==> config.mk <==
export PLATFORM = sky130hd
export DESIGN_NAME = dft_in_framer_flat
export DESIGN_NICKNAME = d
export VERILOG_FILES = /design/src/rtl/dft_in_framer_if.sv /design/src/rtl/dft_in_framer.sv /design/src/flat_wrapper.sv
export SDC_FILE = /design/constraint.sdc
export NUM_CORES = 1
export LEC_CHECK = 0
export BUFFER_PORTS_ARGS = -buffer_cell sky130_fd_sc_hd__buf_2
export CORE_MARGIN = 2
export CORE_UTILIZATION = 50
export DETAILED_ROUTE_END_ITERATION = 16
export GPL_TIMING_DRIVEN = 0
export PLACE_DENSITY = 0.74
export SLEW_MARGIN = 20
export SYNTH_ARGS = -nofsm -noshare
export SYNTH_HDL_FRONTEND = slang
export SYNTH_SLANG_ARGS = --single-unit
==> constraint.sdc <==
create_clock -name clk -period 5.1 [get_ports clk]
set_clock_uncertainty 0.05 [all_clocks]
set_input_delay 0 -clock clk [delete_from_list [all_inputs] [get_ports clk]]
set_output_delay 0 -clock clk [all_outputs]
set_load 0.02 [all_outputs]
==> src/rtl/dft_in_framer_if.sv <==
// Sample stream into the framer plus the framed sink bus and status towards the DFT core.
// master = framer side; slave = surrounding logic (sample source, DFT core, config/status).
interface dft_in_framer_if #(
    parameter int DW = 18,
    parameter int PW = 12
);
    logic          in_valid;
    logic          in_ready;
    logic [DW-1:0] in_real;
    logic [DW-1:0] in_imag;
    logic [PW-1:0] cfg_dftpts;
    logic          cfg_inverse;
    logic          sink_valid;
    logic          sink_ready;
    logic          sink_sop;
    logic          sink_eop;
    logic [DW-1:0] sink_real;
    logic [DW-1:0] sink_imag;
    logic [PW-1:0] dftpts_in;
    logic          inverse;
    logic          err_cfg;
    logic [15:0]   frame_cnt;

    modport master (
        input  in_valid, in_real, in_imag, cfg_dftpts, cfg_inverse, sink_ready,
        output in_ready, sink_valid, sink_sop, sink_eop, sink_real, sink_imag,
               dftpts_in, inverse, err_cfg, frame_cnt
    );

    modport slave (
        output in_valid, in_real, in_imag, cfg_dftpts, cfg_inverse, sink_ready,
        input  in_ready, sink_valid, sink_sop, sink_eop, sink_real, sink_imag,
               dftpts_in, inverse, err_cfg, frame_cnt
    );
endinterface

==> src/rtl/dft_in_framer.sv <==
// Cuts an unframed complex sample stream into DFT frames; 1-cycle input-to-sink latency through one
// output register, in_ready drops while that register is stalled by sink_ready and outside STREAM.
module dft_in_framer #(
    parameter int DW      = 18,
    parameter int PW      = 12,
    parameter int MIN_PTS = 12,
    parameter int MAX_PTS = 1296,
    parameter int GAP_MIN = 16
) (
    input  logic            clk,
    input  logic            rst,
    dft_in_framer_if.master bus
);
    localparam int GW = $clog2(GAP_MIN + 1);

    typedef enum logic [1:0] {IDLE, STREAM, DRAIN, GAP} state_t;

    state_t        state_q, state_d;
    logic [PW-1:0] cnt_q, cnt_d;
    logic [PW-1:0] pts_q, pts_d;
    logic          inv_q, inv_d;
    logic [GW-1:0] gap_q, gap_d;
    logic [15:0]   fcnt_q, fcnt_d;
    logic          err_q, err_d;
    logic          vld_q, vld_d;
    logic          sop_q, sop_d;
    logic          eop_q, eop_d;
    logic [DW-1:0] re_q, re_d;
    logic [DW-1:0] im_q, im_d;

    logic cfg_legal;
    logic accept;
    logic in_hs;
    logic out_hs;
    logic last;

    assign cfg_legal = (bus.cfg_dftpts >= PW'(MIN_PTS)) && (bus.cfg_dftpts <= PW'(MAX_PTS))
                    && ((bus.cfg_dftpts % PW'(12)) == '0);
    // A new sample may enter only when the output register is empty or draining this cycle.
    assign accept    = (state_q == STREAM) && (!vld_q || bus.sink_ready);
    assign in_hs     = accept && bus.in_valid;
    assign out_hs    = vld_q && bus.sink_ready;
    assign last      = (cnt_q == (pts_q - PW'(1)));

    always_comb begin
        state_d = state_q;
        cnt_d   = cnt_q;
        pts_d   = pts_q;
        inv_d   = inv_q;
        gap_d   = gap_q;
        fcnt_d  = fcnt_q;
        err_d   = 1'b0;
        vld_d   = vld_q;
        sop_d   = sop_q;
        eop_d   = eop_q;
        re_d    = re_q;
        im_d    = im_q;

        if (in_hs) begin
            vld_d = 1'b1;
            sop_d = (cnt_q == '0);
            eop_d = last;
            re_d  = bus.in_real;
            im_d  = bus.in_imag;
        end else if (out_hs) begin
            vld_d = 1'b0;
            sop_d = 1'b0;
            eop_d = 1'b0;
        end

        case (state_q)
            IDLE: begin
                if (bus.in_valid) begin
                    if (cfg_legal) begin
                        pts_d   = bus.cfg_dftpts;
                        inv_d   = bus.cfg_inverse;
                        cnt_d   = '0;
                        state_d = STREAM;
                    end else begin
                        err_d = 1'b1;
                    end
                end
            end
            STREAM: begin
                if (in_hs) begin
                    cnt_d = cnt_q + PW'(1);
                    if (last) state_d = DRAIN;
                end
            end
            DRAIN: begin
                // Only the eop beat can be pending here, so any output handshake closes the frame.
                if (out_hs) begin
                    fcnt_d  = fcnt_q + 16'd1;
                    gap_d   = '0;
                    state_d = GAP;
                end
            end
            GAP: begin
                gap_d = gap_q + GW'(1);
                if (gap_q == GW'(GAP_MIN - 1)) state_d = IDLE;
            end
            default: state_d = IDLE;
        endcase
    end

    always_ff @(posedge clk) begin
        if (rst) begin
            state_q <= IDLE;
            cnt_q   <= '0;
            pts_q   <= '0;
            inv_q   <= 1'b0;
            gap_q   <= '0;
            fcnt_q  <= '0;
            err_q   <= 1'b0;
            vld_q   <= 1'b0;
            sop_q   <= 1'b0;
            eop_q   <= 1'b0;
            re_q    <= '0;
            im_q    <= '0;
        end else begin
            state_q <= state_d;
            cnt_q   <= cnt_d;
            pts_q   <= pts_d;
            inv_q   <= inv_d;
            gap_q   <= gap_d;
            fcnt_q  <= fcnt_d;
            err_q   <= err_d;
            vld_q   <= vld_d;
            sop_q   <= sop_d;
            eop_q   <= eop_d;
            re_q    <= re_d;
            im_q    <= im_d;
        end
    end

    assign bus.in_ready   = accept;
    assign bus.sink_valid = vld_q;
    assign bus.sink_sop   = sop_q;
    assign bus.sink_eop   = eop_q;
    assign bus.sink_real  = re_q;
    assign bus.sink_imag  = im_q;
    assign bus.dftpts_in  = pts_q;
    assign bus.inverse    = inv_q;
    assign bus.err_cfg    = err_q;
    assign bus.frame_cnt  = fcnt_q;
endmodule

==> src/flat_wrapper.sv <==
// flat-port wrapper written by rule: the top's interface ports become plain ports
module dft_in_framer_flat 
#(
    parameter int DW      = 18,
    parameter int PW      = 12,
    parameter int MIN_PTS = 12,
    parameter int MAX_PTS = 1296,
    parameter int GAP_MIN = 16
)
  (clk, rst, bus_in_valid, bus_in_real, bus_in_imag, bus_cfg_dftpts, bus_cfg_inverse, bus_sink_ready, bus_in_ready, bus_sink_valid, bus_sink_sop, bus_sink_eop, bus_sink_real, bus_sink_imag, bus_dftpts_in, bus_inverse, bus_err_cfg, bus_frame_cnt);
  dft_in_framer_if #(.DW(DW), .PW(PW)) bus_i ();
  input  logic clk;
  input  logic rst;
  input wire logic [$bits(bus_i.in_valid)-1:0] bus_in_valid;
  input wire logic [$bits(bus_i.in_real)-1:0] bus_in_real;
  input wire logic [$bits(bus_i.in_imag)-1:0] bus_in_imag;
  input wire logic [$bits(bus_i.cfg_dftpts)-1:0] bus_cfg_dftpts;
  input wire logic [$bits(bus_i.cfg_inverse)-1:0] bus_cfg_inverse;
  input wire logic [$bits(bus_i.sink_ready)-1:0] bus_sink_ready;
  output wire logic [$bits(bus_i.in_ready)-1:0] bus_in_ready;
  output wire logic [$bits(bus_i.sink_valid)-1:0] bus_sink_valid;
  output wire logic [$bits(bus_i.sink_sop)-1:0] bus_sink_sop;
  output wire logic [$bits(bus_i.sink_eop)-1:0] bus_sink_eop;
  output wire logic [$bits(bus_i.sink_real)-1:0] bus_sink_real;
  output wire logic [$bits(bus_i.sink_imag)-1:0] bus_sink_imag;
  output wire logic [$bits(bus_i.dftpts_in)-1:0] bus_dftpts_in;
  output wire logic [$bits(bus_i.inverse)-1:0] bus_inverse;
  output wire logic [$bits(bus_i.err_cfg)-1:0] bus_err_cfg;
  output wire logic [$bits(bus_i.frame_cnt)-1:0] bus_frame_cnt;
  assign bus_i.in_valid = bus_in_valid;
  assign bus_i.in_real = bus_in_real;
  assign bus_i.in_imag = bus_in_imag;
  assign bus_i.cfg_dftpts = bus_cfg_dftpts;
  assign bus_i.cfg_inverse = bus_cfg_inverse;
  assign bus_i.sink_ready = bus_sink_ready;
  assign bus_in_ready = bus_i.in_ready;
  assign bus_sink_valid = bus_i.sink_valid;
  assign bus_sink_sop = bus_i.sink_sop;
  assign bus_sink_eop = bus_i.sink_eop;
  assign bus_sink_real = bus_i.sink_real;
  assign bus_sink_imag = bus_i.sink_imag;
  assign bus_dftpts_in = bus_i.dftpts_in;
  assign bus_inverse = bus_i.inverse;
  assign bus_err_cfg = bus_i.err_cfg;
  assign bus_frame_cnt = bus_i.frame_cnt;
  dft_in_framer #(.DW(DW), .PW(PW), .MIN_PTS(MIN_PTS), .MAX_PTS(MAX_PTS), .GAP_MIN(GAP_MIN)) u_core (.clk(clk), .rst(rst), .bus(bus_i));
endmodule
# --- Word-level counts from Yosys, hierarchy flattened ---
# Cells that the tools add are included.
# W data, S select, Z words.
word_totals:
  latch_bits: 0
  memories: 0
  romBits: 0
  input_bits: 53
  regBits: 88
  out_inout_bits: 70
  elab_cells: 69
  ramBits: 0
classes:
  shifts: 0
  addsub: 4
  order_cmp: 2
  muxes: 18
  n_bitwise: 2
  multipliers: 0
  div: 1
  eq_ne: 11
  n_reduce_logical: 19
ops:
  columns: ["operator", "n"]
  rows:
  - ["$mux W12", 3]
  - ["$logic_not A12 Y1", 2]
  - ["$pmux W12 S2", 1]
  - ["$add A16 B1 Y16 const B", 1]
  - ["$add A12 B1 Y12 const B", 1]
  - ["$eq A12 B12 Y1", 1]
  - ["$ge A12 B4 Y1 const B", 1]
  - ["$le A12 B11 Y1 const B", 1]
  - ["$mod A12 B4 Y12 const B", 1]
  - ["$mux W2", 6]
  - ["$sub A12 B1 Y12 const B", 1]
  - ["$ne A2 B1 Y1 const B", 5]
  - ["$pmux W5 S2", 1]
  - ["$pmux W2 S4", 1]
  - ["$reduce_and A6 Y1", 1]
  - ["$reduce_bool A2 Y1", 3]
  - ["$add A5 B1 Y5 const B", 1]
  - ["$eq A5 B4 Y1 const B", 1]
  - ["$logic_and A1 B1 Y1", 5]
  - ["$mux W1", 5]
  - ["$mux W5", 1]
  - ["$eq A2 B2 Y1 const B", 2]
  - ["$reduce_and A2 Y1", 2]
  - ["$reduce_and A4 Y1", 1]
  - ["8 further kinds", 9]

# --- Longest topological paths before layout ---
# Gate-level depths: netlist (run 1).
depth:
  ltp_word: 6
  ltp_mapped: 11
  ltp_nobuf: 11

# --- Least setup slack after synthesis (run 1) ---
# OpenSTA, ideal clock, no wires.
synth_timing:
  path_kind: "reg2reg"
  startpoint: "register u_core.pts_q[2], in the netlist u_core.bus.dftpts_in[2]"
  endpoint: "register u_core.state_q[0]"
  setup_ns: 0.122
  t_required_ns: 4.928
  synth_period_minus_slack_ns: 2.537
  n_path_buf: 0
  slack_ns: 2.563
  t_arrival_ns: 2.365
  path_stages_with_launch: 9
  path_cell_list: "dfxtp_1 -> or3_1 -> nor4b_1 -> nand2_1 -> xnor2_1 -> nor4b_1 -> nand4_1 -> a21o_1 -> o311a_1"
synth_between:
  elab_chain_cells: 4
synth_lines:
  columns: ["element", "line", "text"]
  rows:
  - ["start, declared", "dft_in_framer.sv:20", "logic [PW-1:0] pts_q, pts_d;"]
  - ["start signal, assigned", "dft_in_framer.sv:123", "pts_q <= pts_d;"]
  - ["$sub A12 B1 Y12", "dft_in_framer.sv:43", "assign last = (cnt_q == (pts_q - PW'(1)));"]
  - ["$eq A12 B12 Y1", "dft_in_framer.sv:43", null]
  - ["$ne A2 B1 Y1 (no line)", null, null]
  - ["$reduce_and A6 Y1 (no line)", null, null]
  - ["end signal, assigned", "dft_in_framer.sv:121", "state_q <= state_d;"]
  - ["end, declared", "dft_in_framer.sv:18", "state_t state_q, state_d;"]
# Every way passes these cells.
# A chain may end at the register's enable or synchronous reset.

# --- Worst setup path after layout (run 1) ---
# Ends and elaborated chain as after synthesis.

==> results.md, run 1 <==
Logic synthesis:
- The total of warnings raised by yosys is 0.
- The post-synthesis sequential area ratio is 0.383.
- The mean area per synthesized cell is 7.99 µm².
- The top cell type's share of synthesized area is 0.383.
- The total standard cell area after synthesis is 0.00460 mm².
- The count of flip-flops with a built-in enable after synthesis is 0.
- In the post-synthesis netlist, the cell with the most instances is sky130_fd_sc_hd__nand2_1.
- By count the netlist is led by 100 x sky130_fd_sc_hd__nand2_1, 88 x sky130_fd_sc_hd__dfxtp_1, 63 x sky130_fd_sc_hd__a21oi_1, 48 x sky130_fd_sc_hd__nor2_1, 24 x sky130_fd_sc_hd__clkbuf_1.
- The prevailing post-synth register cell is sky130_fd_sc_hd__dfxtp_1.
- Synthesis produced 576 cells.
- The most area-hungry cell type in the Yosys netlist is sky130_fd_sc_hd__dfxtp_1.
- The fraction of registers with async set or reset after synthesis is 0.
- Yosys attributes the largest share of cell area to sky130_fd_sc_hd__dfxtp_1 38%, sky130_fd_sc_hd__nand2_1 8.2%, sky130_fd_sc_hd__a21oi_1 6.8%.
- The synthesized design contains 88 register bits.
- The total nets after synthesis is 639.
- The number of distinct library cell variants in the gate-level netlist after synthesis is 67.

STA:
- Setup repair after global routing left no endpoint under its margin.
- Counting I/O delays and the setup requirement, the final critical path takes 2.93 ns.
- The number of hold violations in the final report is 0.
- At the pin with the least slew margin, the transition time is 0.709 ns.
- The share of the clock period used by the worst path after layout is 0.575.
- The final number of setup-violating endpoints is 0.
- The sum of negative setup slack is 0 ns.
- The headroom to the max-slew limit is 0.524.
- Setup slack closes at 2.17 ns.
- The number of max-slew violations in the final report came to 0.
- The fmax is 0.341 GHz.

Critical path:
- On the critical path the largest part of the delay comes from simple AND/OR/NAND/NOR gates.
- Setup slack on the worst reg-to-reg path comes out at 2.17 ns.
- At the worst endpoint, the arrival time is 3.15 ns.
- The number of cells on the worst reg-to-reg path is 8.
- Along the worst path, the maximum fanout reaches 6.
- The delay contributed by the slowest stage of the critical path is 0.57 ns.
- The reg-to-reg critical path endpoint is u_core.state_q[0]$_SDFFE_PP0P_.
- The kind of critical path is reg2reg.
- Walking the worst path, the cells encountered are or3_1 > nor3_1 > mux2i_1 > a221oi_1 > a31o_1 > nand4_1 > a21o_1 > o311a_1.
- The endpoint type of the worst setup path is a flop.
- The critical register-to-register path startpoint is u_core.bus.dftpts_in[2]$_SDFFE_PP0P_.
- STA classifies the critical path startpoint as a flop.
- In this run the number of cells on the critical path is 8.
- The start point of the critical path is u_core.bus.dftpts_in[2]$_SDFFE_PP0P_.
- Data on the critical path is required at its endpoint by 5.32 ns.
- The master of the slowest instance on the critical path is sky130_fd_sc_hd__nor3_1.
- The critical path contains buffers and inverters numbering 0 combined.
- The most critical setup path has its endpoint at u_core.state_q[0]$_SDFFE_PP0P_.

CTS:
- The clock tree synthesis step divided the H-tree into 3 levels.
- The clock net in this run drives a total of 88 sinks.
- The number of clock buffers inserted by TritonCTS is 9.
- The clock tree from TritonCTS is yes.
- The worst-skew pair later-pin latency is 0.38 ns.
- The clock slew at the register clock pins of the worst setup and hold paths is 0.10 ns.
- Once the clock tree was built, the resizer swapped 0 gates to a different size.
- The cell at the root of the clock tree is sky130_fd_sc_hd__clkbuf_8.
- The deepest clock path buffer count is 2.

Global routing:
- The initial antenna violation count is 0.
- After global routing the overflow that remains totals 0.
- The via count of the first global-routing pass was 4,579.
- The wire length of the first global-routing pass is 20,400 µm.
- Entering global routing, the biggest net connects 19 pins.
- Across every metal layer, demand over resource in global routing totals 0.248.

Floorplanning:
- The number of placement rows is 35.
- The chip width is 100 µm.
- From bottom edge to top edge, the die measures 100 µm.
- The starting density of the core is 0.508.
- The floorplan step defined a core boundary enclosing 0.00906 mm².
- The I/O pin total is 123.
- The floorplan step defined a die boundary enclosing 0.00999 mm².

Placed design:
- Input and output buffers added on the ports amount to 120.
- The final weighted congestion in routability-driven placement is 0.876.
- Before CTS, the worst setup slack after placement is 2.20 ns.
- Detailed placement finished with a half-perimeter wire length of 8870 µm.
- Including well taps, the total number of placed cells is 807.

Finish:
- Relative to the synthesized area, the layout overhead comes to 29.9%.
- Summing all flip-flop and latch instances after layout gives 0.00176 mm².
- The share of layout cells above drive strength 1 is 0.210.
- Leaving out filler cells and counting taps, the final layout contains 867.
- The net total in the final layout is 814.
- The count of antenna diodes in the layout is 0.
- The area used by multi-input combinational logic is 0.00260 mm².
- After filler insertion, the fill cell instance count of the layout stands at 778.

Outcome:
- The run finished with clean final reports.

Pwr:
- The design draws 0.00135 W.
- Summed over all cells, the static leakage comes to 2.59 nW.
- The ratio of total power to cell area is 225 mW/mm².
- VDD sags by at most 114 µV.

Job:
- The total of max-cap violations is 0.

Min path:
- The worst hold path class is in2reg.

Detailed routing:
- The residual DRC count is 0.
- The number of iterations in the first detailed-routing pass is 5.
- The wire length reported by the detailed router is 12,800 µm.
- Dividing the detail-routed via count by the number of cells gives 5.53.
- The detail route stage leaves a number of antenna-violating nets equal to 0.
- After detailed routing, the average wire length per cell comes to 14.7 µm.
- The violation count after the first detailed-route iteration is 273.
- The total via count after detailed routing is 4,793.
-- cell families (layout without fill, tap and decap cells) --
| logic type | count (synthesis) | count (layout) | share of synthesized area |
|---|---|---|---|
| xor gates and xnor gates | 31 | 31 | 0.0606 |
| AOI/OAI and AO/OA | 134 | 134 | 0.182 |
| adders and majority gates | 10 | 10 | 0.0272 |
| DFF | 88 | 88 | 0.383 |
| muxes | 15 | 15 | 0.0326 |
| and+or+nand+nor | 244 | 244 | 0.261 |
| buffers and inverters | 54 | 234 | 0.0535 |
-- metal layers --
metal / up-vias / track usage / part of all wire
met2: 139 / 0.456 / 0.51
met3: 22 / 0.0515 / 0.052
met4: 0 / 0.0854 / 0.020
li1: 2367 / - / -
met5: - / 0 / 0
met1: 2265 / 0.286 / 0.42
-- sequential cells by signal (all words and copies together), names as in the netlist --
signal	flops
u_core.bus.sink_sop	1
u_core.bus.sink_valid	1
u_core.bus.sink_real	18
u_core.bus.dftpts_in	12
u_core.bus.sink_imag	18
u_core.bus.sink_eop	1
u_core.gap_q	5
u_core.bus.inverse	1
u_core.bus.frame_cnt	16
u_core.cnt_q	12
u_core.state_q	2
u_core.bus.err_cfg	1
-- worst min-delay path by stage --
stage	start	end	slack, ns	cells past startpoint
after detailed placement	bus_in_imag[1]	u_core.bus.sink_imag[1]$_SDFFE_PP0P_	0.19	3
final	bus_cfg_dftpts[7]	u_core.bus.dftpts_in[7]$_SDFFE_PP0P_	0.04	4
after floorplan	bus_in_imag[0]	u_core.bus.sink_imag[0]$_SDFFE_PP0P_	0.09	2
after CTS	bus_cfg_dftpts[7]	u_core.bus.dftpts_in[7]$_SDFFE_PP0P_	0.04	4
after global placement	bus_cfg_inverse	u_core.bus.inverse$_SDFFE_PP0P_	0.19	3
after global routing	bus_cfg_dftpts[7]	u_core.bus.dftpts_in[7]$_SDFFE_PP0P_	0.05	4
-- worst reg2reg max path, delay by kind of cell (launching register included) --
| kind | cells | cell delay, ns |
|---|---|---|
| simple gates | 3 | 1.19 |
| mux | 1 | 0.16 |
| flops | 1 | 0.38 |
| compound gates | 4 | 1.04 |
-- through the flow --
stage	hold slack (ns)	area, µm²	util
after global routing	0.0490	5980	0.660
final	0.0365	5980	0.660
after global placement	0.185	5340	0.590
after CTS	0.0405	5980	0.660
after detailed placement	0.195	5340	0.590
after floorplan	0.0860	4600	-
-- where the power goes --
part	internal [W]	switching (W)	leakage [nW]
registers	0.000691	0.00000336	0.709
logic	0.0000797	0.0000925	1.79
clock network	0.000193	0.000289	0.0981
-- repair_timing --
action / CTS / global route
endpoints found under the setup margin: 0 / 0
buffers inserted: 0 / 0
hold buffers: 44 / 0
hold endpoints to repair: 46 / 0
-- cell type report --
class,instances,share of cell area
multi-input combinational,434,0.434
sequential,88,0.294
timing repair buffer,164,0.174
buffer,33,0.0280
tap,111,0.0232
clock buffer,9,0.0207
inverter,21,0.0132
clock inverter,7,0.0125
-- layout by cell type, fill, tap and decap left out, drive strengths merged, types with 10 or more instances in the layout --
master | netlist | layout
mux2i | 15 | 15
a21oi | 63 | 63
nor2 | 48 | 48
nand3 | 12 | 12
xor2 | 14 | 14
ha | 10 | 10
nor3 | 10 | 10
clkbuf | 24 | 33
xnor2 | 17 | 17
dlygate4sd3 | 0 | 44
nand2 | 101 | 101
buf | 9 | 129
and3 | 15 | 15
inv | 21 | 24
o21ai | 23 | 23
dfxtp | 88 | 88
Power figures use the tool's default switching activity.
==> run 2: changes to the inputs <==
Settings changed: CORE_UTILIZATION 50 to 48, PLACE_DENSITY 0.74 to 0.75.
Clock period 5.1 ns to 2.4 ns, I/O delays scaled along.
==> run 2 against run 1 <==
The run now ends with setup timing left. Critical path depth grew 1. Clock-buffer cell count is the same. Largest cell class unchanged. Combinational power grew 130%. Largest power group unchanged.
==> results.md, run 2 (synthesis gave the netlist of run 1 again) <==
Outcome:
- The flow ran to the end, but the final reports show violations.
- The final reports fail on setup timing.

STA:
- In this run the tightest slew margin relative to its limit is 0.634.
- The number of hold violations in the final report was 0.
- Setup violations remaining at the end of the flow were counted as 2.
- After layout, the worst setup slack is -0.0994 ns.
- The number of max-slew violations in the final report came to 0.
- In the finished design, the share of the clock period the worst path needs comes to 1.04.
- The worst-case hold slack is 0.0788 ns.
- The fmax is 0.400 GHz.
- Setup total negative slack on the finished layout was measured at -0.197 ns.
- After layout, the minimum clock period comes to 2.50 ns.
- The measured slew at the worst slew-check pin is 0.543 ns.
- Setup repair after global routing could not meet its margin everywhere.

Critical path:
- The required time of the critical path is 2.60 ns.
- The worst setup path is of the reg2reg kind.
- The arrival time of the worst setup path is 2.70 ns.
- The worst register-to-register path has a depth of 9.
- The critical path launch point type is a flop.
- Walking the worst path, the cells encountered are buf_4 > nor2_1 > nand3_1 > nor4_1 > a31oi_1 > o31ai_1 > nand4_1 > a21o_1 > o311a_1.
- Along the worst path, the maximum fanout reaches 4.
- The delay contributed by the slowest stage of the critical path is 0.36 ns.
- The slowest stage of the critical path belongs to the cell sky130_fd_sc_hd__dfxtp_4.
- The endpoint type of the worst setup path is a flop.

Detailed routing:
- The violation count after the first detailed-route iteration is 266.
- The wire length per cell after detailed routing is 14.7 µm.
- For this run, design rule violations remaining after detail routing come to 0.
- The count of nets left with antenna violations once routing finished came out at 0.
- For this block, the via count after detailed routing is 4,788.
- The wire length reported by the detailed router is 13,100 µm.
- The number of iterations in the first detailed-routing pass is 5.
- The average vias per placed instance is 5.37.

CTS:
- The H-tree generated during clock tree synthesis spans 3 levels.
- The number of clock buffers inserted by TritonCTS is 9.
- Clock-pin slew was measured on the worst setup and hold paths at 0.09 ns.
- For this design, the sink count on the clock tree is 88.
- The deepest clock path buffer count is 2.
- TritonCTS built the clock tree.
- The cell at the root of the clock tree is sky130_fd_sc_hd__clkbuf_8.
- For the worst-skew pair, the clock arrives at the later sink with an insertion delay of 0.36 ns.

Pwr:
- Summed over all cells, the static leakage comes to 2.70 nW.
- The ratio of total power to cell area is 476 mW/mm².
- VDD sags by at most 293 µV.

Finish:
- The finished cells cover 0.00626 mm².
- The most common library cell in the layout ignoring fill and taps is sky130_fd_sc_hd__buf_2.
- The share of layout cells above drive strength 1 is 0.253.
- The final layout contains 821 nets.
- In the layout the commonest cells are 120 x sky130_fd_sc_hd__buf_2, 99 x sky130_fd_sc_hd__nand2_1, 85 x sky130_fd_sc_hd__dfxtp_1, 59 x sky130_fd_sc_hd__a21oi_1, 48 x sky130_fd_sc_hd__nor2_1.
- The repair_antennas step left the layout with diodes totalling 0.
- The final cell count without fillers is 892.
- The synthesis-to-finish area growth is 36.0%.
- The utilization after layout is 0.674.

Placed design:
- In this run, placement finished with an instance count of 825.
- The congestion estimate from routability-driven global placement came to 0.845.
- The detailed-placement wirelength estimate is 9060 µm.
- The number of port buffers is 120.
- The cell area reported after detailed placement is 0.00538 mm².

Floorplanning:
- The floorplan step defined a core boundary enclosing 0.00928 mm².
- The I/O pin total is 123.
- The number of placement rows is 35.
- The die outline height is 102 µm.
- The chip width is 102 µm.
- For this configuration, the core starts out at a cell density of 0.496.
- The area of the die is 0.0104 mm².

Global routing:
- The initial antenna violation count was 0.
- The remaining global-route overflow is 0.
- The first global-routing pass estimated 20,200 µm of wire.
- The via count of the first global-routing pass is 4,563.
- Entering global routing, the biggest net connects 18 pins.
- Across every metal layer, demand over resource in global routing totals 0.242.

Job:
- The total of max-cap violations is 0.

Min path:
- The path class of the tightest hold or removal check is in2reg.
- The worst hold path cell count is 4.
run 2: changes by cell type in the layout (fill, tap and decap cells not counted), sizes merged:
cell / previous run / this run
bufinv: 0 / 1
clkbuf: 33 / 34
buf: 129 / 135
clkinv: 3 / 0
inv: 24 / 26
run 2: stage by stage:
stage	total power (W)	worst slack, ns
3_5_place_dp	0.00181	-0.350
4_1_cts	0.00296	-0.0987
6_report	0.00298	-0.0994
3_3_place_gp	0.00180	-0.295
2_1_floorplan	0.00171	-0.0173
5_1_grt	0.00310	-0.214
run 2: metal layers:
layer  part of all wire  vias up  GRT usage
met5                  0        -          0
met4              0.025        0     0.0974
met3              0.043       30     0.0513
met2               0.51      136      0.439
met1               0.42     2253      0.277
li1                   -     2369          -
run 2: timing repair:
item	CTS	global route
endpoints found under the hold margin	46	0
setup buffers	5	3
gates resized for setup	8	34
pin swaps	7	16
gates cloned	0	0
hold buffers	44	0
setup endpoints to repair	2	21
run 2: path summary, 6_finish.rpt:
path                                                           start                              endpoint  slack, ns
worst max-delay path            u_core.bus.dftpts_in[3]$_SDFFE_PP0P_        u_core.state_q[0]$_SDFFE_PP0P_       -0.1
worst min-delay path                               bus_cfg_dftpts[8]  u_core.bus.dftpts_in[8]$_SDFFE_PP0P_       0.08
worst max register to register  u_core.bus.dftpts_in[3]$_SDFFE_PP0P_        u_core.state_q[0]$_SDFFE_PP0P_       -0.1
worst min register to register  u_core.bus.sink_real[3]$_SDFFE_PP0P_  u_core.bus.sink_real[3]$_SDFFE_PP0P_       0.41
run 2: worst max-delay path, delay by kind of cell (launching register included):
| kind | cells | cell delay, ns |
|---|---|---|
| buf+inv | 1 | 0.14 |
| compound gates | 4 | 0.86 |
| simple gates | 4 | 0.99 |
| flops | 1 | 0.36 |
run 2: power by group:
group / total, W / internal (W) / switching, W
clock: 0.00110 / 0.000507 / 0.000594
sequential: 0.00147 / 0.00147 / 0.00000693
combinational: 0.000404 / 0.000190 / 0.000214
total: 0.00298 / 0.00216 / 0.000815
run 2: area by class of cell:
type                       instances  area (µm²)
sequential                        88        1770
timing repair buffer             172        1110
inverter                          21        78.8
multi-input combinational        434        2770
clock inverter                     7        86.3
buffer                            32         164
fill                             755        3020
tap                              129         161
clock buffer                       9         124
==> run 3: changes to the inputs <==
Settings changed: PLACE_DENSITY 0.75 to 0.77.
==> run 3 against run 2 <==
The run still ends with setup timing left. Critical path type unchanged. Sequential power about the same. Maximum frequency down 0.92%. Largest power group unchanged. Highest routed layer unchanged. Hold slack gained 0.028 ns.
==> results.md, run 3 (synthesis gave the netlist of run 1 again) <==
Floorplanning:
- The number of placement rows is 35.
- For this design the top-level I/O count stands at 123.
- The chip width is 102 µm.
- The initial utilization of the core area, before any placement, comes to 0.496.
- The die covers 0.0104 mm².
- The die is 102 µm tall.
- The core region is 0.00928 mm².

Job:
- The total of max-cap violations is 0.

Global routing:
- In the global route stage, met2 resource usage came out at 0.452.
- The initial antenna violation count was 0.
- The most heavily used metal layer in global routing is met2.
- The met3 track utilization from global routing is 0.0465.
- The maximum number of pins on one net before global-route repair is 17.
- The total track usage is 0.252.
- The first global-routing pass estimated 21,100 µm of wire.
- The met1 capacity usage during global routing is 0.293.
- The remaining global-route overflow is 0.
- The via count of the first global-routing pass was 4,620.

STA:
- The fmax is 0.396 GHz.
- Setup repair after global routing could not meet its margin everywhere.
- Setup violations remaining at the end of the flow were counted as 2.
- Once routing completed, OpenROAD measured the worst setup slack at -0.123 ns.
- The number of hold violations in the final report is 0.
- The measured slew at the worst slew-check pin is 0.543 ns.
- The headroom to the max-slew limit is 0.634.
- The share of the clock period used by the worst path after layout is 1.05.
- The number of max-slew violations in the final report came to 0.
- The worst-case hold slack is 0.107 ns.
- The minimum period implied by the final worst setup slack is 2.52 ns.

Min path:
- The path class of the tightest hold or removal check is in2reg.

Finish:
- Leaving out filler cells and counting taps, the final layout contains 889.
- The top cell types in the final layout, fill and taps aside, are 122 x sky130_fd_sc_hd__buf_2, 98 x sky130_fd_sc_hd__nand2_1, 85 x sky130_fd_sc_hd__dfxtp_1, 61 x sky130_fd_sc_hd__a21oi_1, 47 x sky130_fd_sc_hd__nor2_1.
- The net total in the final layout is 818.
- Of the cells placed in the final design, the portion with a size suffix greater than 1 is 0.251.
- The cell area after layout is 0.00620 mm².
- The count of antenna diodes in the layout is 0.
- The most common library cell in the layout ignoring fill and taps is sky130_fd_sc_hd__buf_2.
- The utilization after layout is 0.668.
- From synthesis to final layout, the design area changed by 34.8%.

Critical path:
- The delay contributed by the slowest stage of the critical path is 0.41 ns.
- The arrival time of the worst setup path is 2.72 ns.
- The family with the most delay on the worst path is simple AND/OR/NAND/NOR gates.
- The worst setup path is launched from a flop.
- The number of buffers and inverters on the critical path is 0.
- Among all stages on the critical path, the largest delay is contributed by sky130_fd_sc_hd__or3_4.
- Traced cell by cell, the critical path runs through or3_4 > nor4b_4 > nand2_2 > xnor2_2 > nor4b_2 > nand4_1 > a21o_1 > o311a_1.
- For flop-to-flop paths, the worst setup slack is -0.12 ns.
- Of all nets on the critical path, the largest fanout is 6.
- The endpoint type of the worst setup path is a flop.
- For the worst setup path, the data required time is 2.60 ns.
- The kind of critical path is reg2reg.

Placed design:
- The number of port buffers is 120.
- The detailed-placement wirelength estimate is 9080 µm.
- The congestion estimate from routability-driven global placement came to 0.893.
- After detailed placement, the design holds a cell count of 825.
- The cell area reported after detailed placement is 0.00538 mm².

CTS:
- TritonCTS built the clock tree.
- The deepest clock path buffer count is 2.
- The clock net in this run drives a total of 88 sinks.
- The cell at the root of the clock tree is sky130_fd_sc_hd__clkbuf_8.
- The number of H-tree branching levels is 3.
- The worst-skew pair later-pin latency is 0.36 ns.
- Clock-pin slew was measured on the worst setup and hold paths at 0.09 ns.
- Buffers inserted during clock tree synthesis total 9.

Pwr:
- The share of power burned in the clock network is 0.368.
- IR analysis of the VDD net gives a maximum drop of 338 µV.
- The internal power of the cells totals 0.00218 W.
- The share of total power dissipated in sequential elements is 0.496.
- The analysis attributes to cell leakage a power of 2.67 nW.
- The net switching power is 0.000793 W.
- The ratio of total power to cell area is 479 mW/mm².
- The share of total power dissipated in combinational logic is 0.136.
- Of the total power, the share spent switching nets is 0.267.

Outcome:
- The run finished, with violations left.
- The checks that failed: setup timing.

Detailed routing:
- The total via count after detailed routing is 4,905.
- The wire length per cell after detailed routing is 15.0 µm.
- The first TritonRoute pass finished after 5 iterations.
- The residual DRC count is 0.
- The post-route antenna net violation count is 0.
- In the routed layout, each cell is associated on average with a via count of 5.52.
- After the first detailed-routing iteration, the DRC count stood at 313.
- The wire length reported by the detailed router is 13,300 µm.
-- run 3: per-stage QoR --
| stage | TNS [ns] | setup WS, ns | power, W |
|---|---|---|---|
| finish | -0.245 | -0.123 | 0.00297 |
| global route | -0.498 | -0.259 | 0.00307 |
| CTS | -0.0989 | -0.0505 | 0.00295 |
| detailed placement | -6.80 | -0.352 | 0.00181 |
| global placement | -4.54 | -0.259 | 0.00180 |
| floorplan | -0.130 | -0.0173 | 0.00171 |
-- run 3: power groups by stage --
stage | Clock, W | Combinational (W) | Sequential (W)
2_1_floorplan | 0 | 0.000187 | 0.00152
3_3_place_gp | 0 | 0.000295 | 0.00151
3_5_place_dp | 0 | 0.000304 | 0.00151
4_1_cts | 0.00111 | 0.000365 | 0.00147
5_1_grt | 0.00116 | 0.000435 | 0.00148
6_report | 0.00109 | 0.000405 | 0.00147
-- run 3: cell type report --
class | instances | area (µm²)
fill | 784 | 3080
inverter | 21 | 78.8
clock inverter | 6 | 75.1
sequential | 88 | 1770
timing repair buffer | 169 | 1080
buffer | 32 | 160
multi-input combinational | 434 | 2740
clock buffer | 10 | 138
tap | 129 | 161
-- run 3: path summary, 6_finish.rpt --
path	from	endpoint	cells after the start
setup / recovery	u_core.bus.dftpts_in[2]$_SDFFE_PP0P_	u_core.state_q[0]$_SDFFE_PP0P_	8
hold / removal	bus_cfg_dftpts[7]	u_core.bus.dftpts_in[7]$_SDFFE_PP0P_	4
setup reg to reg	u_core.bus.dftpts_in[2]$_SDFFE_PP0P_	u_core.state_q[0]$_SDFFE_PP0P_	8
hold reg to reg	u_core.bus.sink_imag[17]$_SDFFE_PP0P_	u_core.bus.sink_imag[17]$_SDFFE_PP0P_	2
-- run 3: per-layer routing --
metal | vias to the layer above | share of wire
li1 | 2368 | -
met1 | 2303 | 0.39
met2 | 185 | 0.53
met3 | 49 | 0.051
met4 | 0 | 0.029
met5 | - | 0
-- run 3: worst reg2reg max path, delay by kind of cell (launching register included) --
kind	cells	cell delay [ns]
AND/OR/NAND/NOR	5	1.30
AO/OA/AOI/OAI	2	0.55
flip-flops	1	0.37
XOR/XNOR	1	0.15
-- run 3: repair_timing --
action,4_1_cts,5_1_grt
gates resized for setup,7,28
hold buffers,44,0
hold endpoints to repair,46,0
setup endpoints to repair,2,31
pin swaps,7,12
buffers inserted,3,3
